**src/rtl/multicycle_control.sv**
```systemverilog
// Multicycle sequencer for the LEGv8 core. Steps each instruction through
// fetch / decode / execute / memory / writeback. It owns the shared memory
// port through a req/ready handshake, counts retired instructions and traps
// on opcodes it cannot decode.
module multicycle_control (
    input  logic        clk,
    input  logic        reset,
    input  logic [10:0] opcode,
    input  logic        zero,
    input  logic        mem_ready,
    output logic        mem_req,
    output logic        mem_we,
    output logic        addr_sel,
    output logic        ir_write,
    output logic        pc_write,
    output logic        pc_src,
    output logic        readreg2_control,
    output logic        alu_src,
    output logic        mem_to_reg,
    output logic        reg_write,
    output logic [1:0]  alu_op,
    output logic        illegal,
    output logic [31:0] retired,
    output logic [3:0]  state_dbg
);

    typedef enum logic [3:0] {
        FETCH   = 4'd0,
        DECODE  = 4'd1,
        EX_R    = 4'd2,
        EX_ADDR = 4'd3,
        EX_BR   = 4'd4,
        MEM_RD  = 4'd5,
        MEM_WR  = 4'd6,
        WB_R    = 4'd7,
        WB_LD   = 4'd8,
        TRAP    = 4'd9
    } state_t;

    state_t      state;
    logic [31:0] retired_q;
    logic        illegal_q;

    // Opcode classes; branch encodings carry immediate bits in the low field.
    logic is_r, is_ldur, is_stur, is_cbz, is_cbnz, is_b;
    assign is_r    = (opcode == 11'b10001011000) || (opcode == 11'b11001011000) ||
                     (opcode == 11'b10001010000) || (opcode == 11'b10101010000);
    assign is_ldur = (opcode == 11'b11111000010);
    assign is_stur = (opcode == 11'b11111000000);
    assign is_cbz  = (opcode[10:3] == 8'b10110100);
    assign is_cbnz = (opcode[10:3] == 8'b10110101);
    assign is_b    = (opcode[10:5] == 6'b000101);

    // State sequencing, retire counting and the sticky trap flag.
    // NOTE: sequential state uses non-blocking (<=) so every register samples
    // the pre-edge values of the others, independent of statement order.
    always_ff @(posedge clk) begin
        if (reset) begin
            state     <= FETCH;
            retired_q <= '0;
            illegal_q <= 1'b0;
        end else begin
            case (state)
                FETCH:   if (mem_ready) state <= DECODE;
                DECODE: begin
                    if (is_r)                     state <= EX_R;
                    else if (is_ldur || is_stur)  state <= EX_ADDR;
                    else if (is_cbz || is_cbnz || is_b) state <= EX_BR;
                    else begin
                        state     <= TRAP;
                        illegal_q <= 1'b1;
                    end
                end
                EX_R:    state <= WB_R;
                EX_ADDR: state <= is_ldur ? MEM_RD : MEM_WR;
                EX_BR: begin
                    state     <= FETCH;
                    retired_q <= retired_q + 32'd1;
                end
                MEM_RD:  if (mem_ready) state <= WB_LD;
                MEM_WR: begin
                    if (mem_ready) begin
                        state     <= FETCH;
                        retired_q <= retired_q + 32'd1;
                    end
                end
                WB_R, WB_LD: begin
                    state     <= FETCH;
                    retired_q <= retired_q + 32'd1;
                end
                TRAP:    state <= TRAP;
                default: state <= FETCH;
            endcase
        end
    end

    // Control decode: Moore on state, except the fetch load enables (follow
    // mem_ready) and the branch PC load (follows zero). All forced low in reset.
    // NOTE: every output gets a default first so no path leaves it unassigned,
    // which would otherwise infer a latch.
    always_comb begin
        mem_req          = 1'b0;
        mem_we           = 1'b0;
        addr_sel         = 1'b0;
        ir_write         = 1'b0;
        pc_write         = 1'b0;
        pc_src           = 1'b0;
        readreg2_control = 1'b0;
        alu_src          = 1'b0;
        mem_to_reg       = 1'b0;
        reg_write        = 1'b0;
        alu_op           = 2'b00;
        if (!reset) begin
            case (state)
                FETCH: begin
                    mem_req  = 1'b1;
                    ir_write = mem_ready;
                    pc_write = mem_ready;
                end
                EX_R: begin
                    alu_op = 2'b10;
                end
                EX_ADDR: begin
                    alu_src          = 1'b1;
                    readreg2_control = is_stur;
                end
                EX_BR: begin
                    alu_op           = 2'b01;
                    pc_src           = 1'b1;
                    readreg2_control = is_cbz || is_cbnz;
                    pc_write         = is_b || (is_cbz && zero) || (is_cbnz && !zero);
                end
                MEM_RD: begin
                    mem_req  = 1'b1;
                    addr_sel = 1'b1;
                end
                MEM_WR: begin
                    mem_req          = 1'b1;
                    addr_sel         = 1'b1;
                    mem_we           = 1'b1;
                    readreg2_control = 1'b1;
                end
                WB_R: begin
                    reg_write = 1'b1;
                end
                WB_LD: begin
                    reg_write  = 1'b1;
                    mem_to_reg = 1'b1;
                end
                default: ;
            endcase
        end
    end

    assign illegal   = illegal_q;
    assign retired   = retired_q;
    assign state_dbg = state;

endmodule
```
**config.mk**
```make
export PLATFORM = sky130hd
export DESIGN_NAME = multicycle_control
export DESIGN_NICKNAME = d
export VERILOG_FILES = /design/src/rtl/multicycle_control.sv
export SDC_FILE = /design/constraint.sdc
export NUM_CORES = 1
export LEC_CHECK = 0
export ABC_AREA = 1
export CAP_MARGIN = 10
export CORE_MARGIN = 8
export CORE_UTILIZATION = 54
export CTS_BUF_LIST = sky130_fd_sc_hd__clkbuf_16
export DETAILED_ROUTE_END_ITERATION = 6
export PLACE_DENSITY = 0.89
export SLEW_MARGIN = 30
export SYNTH_ARGS = -nofsm -noshare
export SYNTH_HDL_FRONTEND = slang
export SYNTH_SLANG_ARGS = --single-unit
```
**constraint.sdc**
```tcl
create_clock -name clk -period 3.3 [get_ports clk]
set_input_delay 0.495 -clock clk [delete_from_list [all_inputs] [get_ports clk]]
set_output_delay 0.495 -clock clk [all_outputs]
set_load 0.01 [all_outputs]
```
Word-level counts from Yosys, hierarchy flattened
Index checks and enable logic that the tools add are counted.
{ "word_totals": {"regBits": 37, "out_inout_bits": 49} }
{ "classes": {"muxes": 32, "n_eq_ne": 21, "n_addsub": 1, "n_reduce_logical": 20, "bitwise_logic": 3} }
{ "ops": {"columns": ["op", "count"], "rows": [
  ["$eq A11 B11 Y1 const B", 6],
  ["$pmux W32 S2", 1],
  ["$add A32 B1 Y32 const B", 1],
  ["$mux W32", 1],
  ["$pmux W4 S7", 1],
  ["$mux W4", 6],
  ["$mux W1", 18],
  ["$eq A4 B3 Y1 const B", 4],
  ["$eq A8 B8 Y1 const B", 2],
  ["$eq A4 B2 Y1 const B", 2],
  ["$eq A4 B4 Y1 const B", 2],
  ["$logic_or A1 B1 Y1", 8],
  ["$eq A6 B3 Y1 const B", 1],
  ["$ne A2 B2 Y1 const B", 3],
  ["$reduce_or A3 Y1", 2],
  ["$eq A4 B1 Y1 const B", 1],
  ["$logic_not A4 Y1", 1],
  ["$mux W2", 2],
  ["$pmux W2 S2", 1],
  ["$reduce_and A4 Y1", 1],
  ["$reduce_or A2 Y1", 2],
  ["$not A1 Y1", 3],
  ["$pmux W1 S3", 1],
  ["$reduce_and A3 Y1", 1],
  ["5 further kinds", 6]
]} }

Depth between registers and ports, before layout
{ "logic_depth": {"ltp_word": 7, "mapped_depth": 11} }

Worst setup path after synthesis
Ideal clock, no wire load.
{ "synth_path": {"path_type": "input-to-output", "from": "input port opcode[6]", "to": "output port pc_write", "path_buffers": 0, "slack_ps": 1574, "cell_stages": 3, "arrival_ps": 1231, "cell_sequence": "nor3_1 nand4_1 o31ai_1"} }
{ "synth_via": {"elab_chain_cells": 6, "elab_cells_between_ends": 9} }
{ "synth_rtl": {"columns": ["element", "line", "source"], "rows": [
  ["from (decl)", "8", "input logic [10:0] opcode,"],
  ["$eq A8 B8 Y1", "50", "assign is_cbz = (opcode[10:3] == 8'b10110100);"],
  ["$logic_and A1 B1 Y1", "131", "pc_write = is_b || (is_cbz && zero) || (is_cbnz && !zero);"],
  ["$logic_or A1 B1 Y1", "131", null],
  ["$logic_or A1 B1 Y1 (*)", "131", null],
  ["$pmux W1 S2 (*)", "114", "case (state)"],
  ["$mux W1 (*)", "113", "if (!reset) begin"],
  ["to (decl)", "15", "output logic pc_write,"]
]} }
Every way passes the cells marked *; elsewhere a longest branch is shown, timed or not.

Final worst setup path
{ "layout_path": {"from": "input port opcode[5]", "to": "output port pc_write"} }
Same word-level chain as after synthesis.

==> reports/summary.txt <==
Mapped cell area - 0.00257 mm2
Final-stage net count - 519
CP peak stage delay - 0.58 ns
Clock power share - 42.8%
Share of cells above drive strength 1 - 5.17%
Crit start category - primary input
Slew headroom - 74.2%
Max Slew Vio Count - 0
CTS sink cnt - 37
Initial antenna violation count - 0
Mean routed wirelength per cell - 13.3 um
CTS tree - built
CP Data Arrival Time - 2.30 ns
Pwr per Cell Area - 312 mW/mm2
DRT Pass-1 Iters - 4
IO Count - 64
Ys async rst share - 0%
Worst path required time - 2.80 ns
Crit Path Category - primary input to output port
Fin crit share - 84.7%
Leakage - 1.22 nW
Area leader, netlist - dfxtp_1
Crit path capture type - output port
Layout Utilization - 72.0%
Final setup TNS - 0 ns
Dominant cell by count in the synthesized netlist - nand2_1
Hold_ws - 0.473 ns
Avg Cell Area, Syn - 5.86 um2
Area Overhead vs Synth - 30.8%
Final Hold Vio Count - 0
Tmin final - 2.80 ns
RSZ-0062 raised after global routing - false
Antenna fix cells - 0
Die H - 84.9 um
Residual DRC - 0
Core Footprint - 0.00466 mm2
Post-CTS Hold Fix Bufs - 0
Sw Ratio - 25.1%
Iter 0 DRT Violations - 236
Internal power - 784 uW
Post-synth EDFFs - 0
Top post-synthesis cells by area - dfxtp_1 29%, nand2_1 21%, nor2_1 13%
Seq/Total Area, Yosys - 28.9%
Grt total ovfl - 0
Die ar. - 0.00721 mm2
Routed via count - 3006
Final GP Congestion - 0.932
Rows - 25
DP Area - 0.00322 mm2
Top-area cell type share of the netlist area - 28.9%
Maximum vdd drop - 0.206 mV
First-pass GRT wire length - 12.9 mm
Clock-pin slew on the worst setup and hold paths - 0.05 ns
Critical path, cell by cell - clkdlybuf4s50_1, nand2_1, nor3_1, nand4_1, o31ai_1, clkdlybuf4s50_1
CTS H-tree depth - 2
DRT antenna net count - 0
Max Root-Sink Buffers - 2
Max-Cap Viols - 0
Main flop type after synthesis - dfxtp_1
HP Class - flip-flop to flip-flop
Tot Pwr - 1.05 mW
Post-Syn Nets - 454
Netlist cell types - 33
Post-DP HPWL - 5.80 mm
Via density - 5.40
Post-route cell area - 0.00336 mm2
Critical path's slowest cell - clkdlybuf4s50_1
Post-synth top cells - 145 x nand2_1, 88 x nor2_1, 40 x inv_1
Root Buffer - clkbuf_16
# resized after CTS - 0
Post-place setup slack - 0.526 ns
Net switching power - 262 uW
Final cell count without fillers - 557
Yosys warnings - 0
Crit path top cell by count - clkdlybuf4s50_1
Placed Cells - 550
Mapped Cells - 438
#FFs+latches synth - 37
Crit-path max FO - 3
Final setup violation count - 0
Status - complete, no violations
Vias in the first global route - 2893
Total GRT Usage - 21.3%
Final Skew - 0.00333 ns
Comb power frac - 13.0%
Largest net degree at the start of global routing - 27
Initial Util - 55.1%
Flop pwr share - 44.2%
Post-route worst setup slack - 0.504 ns
Die span in x - 84.9 um
Slew @ Worst Pin - 0.386 ns
I/O Buffers - 63
Clk_lat worst skew - 0.28 ns
TritonCTS Buffers - 5
Achievable frequency - 0.358 GHz
Total Wirelength - 7.40 mm
Setup Buffers After CTS - 0
-- state kept, by name (all words and copies together), names as in the netlist --
| name | cells |
|---|---|
| illegal | 1 |
| retired | 32 |
| state_dbg | 4 |
-- cells in the final DEF, fill, tap and decap left out, types with 2 or more instances in the layout --
| cell type | Yosys | routed |
|---|---|---|
| a21oi_1 | 23 | 23 |
| nor3_2 | 2 | 2 |
| nand3_1 | 27 | 27 |
| o21ai_0 | 10 | 10 |
| inv_1 | 40 | 40 |
| nand3_2 | 2 | 2 |
| nand3b_1 | 8 | 8 |
| clkdlybuf4s50_1 | 0 | 63 |
| nand2_2 | 2 | 2 |
| dfxtp_1 | 37 | 37 |
| clkbuf_16 | 0 | 5 |
| nor3_1 | 11 | 11 |
| xnor2_1 | 3 | 3 |
| clkinv_1 | 1 | 2 |
| buf_4 | 2 | 3 |
| nor2_2 | 6 | 6 |
| xor2_1 | 5 | 5 |
| nor2_1 | 88 | 88 |
| nand4_1 | 6 | 6 |
| a31oi_1 | 3 | 3 |
| nand2_1 | 145 | 145 |
| o21ai_1 | 2 | 2 |
-- worst paths after layout --
path / start / endpoint / slack (ns) / cells after the start
worst max-delay path: opcode[5] / pc_write / 0.50 / 6
worst min-delay path: illegal / illegal / 0.47 / 1
worst max register to register: state_dbg[0] / retired[6] / 1.34 / 10
worst min register to register: illegal / illegal / 0.47 / 1
-- cells by family (layout without fill, tap and decap cells) --
kind of cell    Yosys count  in the layout  synth area share [%]
compound gates           40             40                  8.14
xor+xnor                  8              8                  2.73
fa+ha+maj                 1              1                 0.487
flops                    37             37                  28.9
simple gates            301            301                  50.8
buf+inv                  51            116                  9.02
-- area by class of cell --
cell class | instances | area [um2]
fill | 410 | 1310
clock buffer | 5 | 125
tap | 54 | 67.6
clock inverter | 2 | 11.3
multi-input combinational | 350 | 1590
timing repair buffer | 66 | 653
inverter | 43 | 164
sequential | 37 | 741
-- power by group through the flow --
stage          registers (mW)  logic (mW)  clock network, mW
2_1_floorplan           0.473      0.0793                  0
3_3_place_gp            0.472       0.133                  0
3_5_place_dp            0.472       0.135                  0
4_1_cts                 0.462       0.136              0.458
5_1_grt                 0.464       0.151              0.482
6_report                0.462       0.136              0.448
-- metal layers --
metal,wire length (um),track usage (%)
met1,3180,24.4
met2,3570,37.1
met3,465,5.21
met4,189,8.74
met5,0,0
-- worst max-delay path: cells and delay by family --
family / cells / cell delay [ns]
compound gates: 1 / 0.22
buf+inv: 2 / 1.10
simple gates: 3 / 0.48
Power figures use the tool's default switching activity.
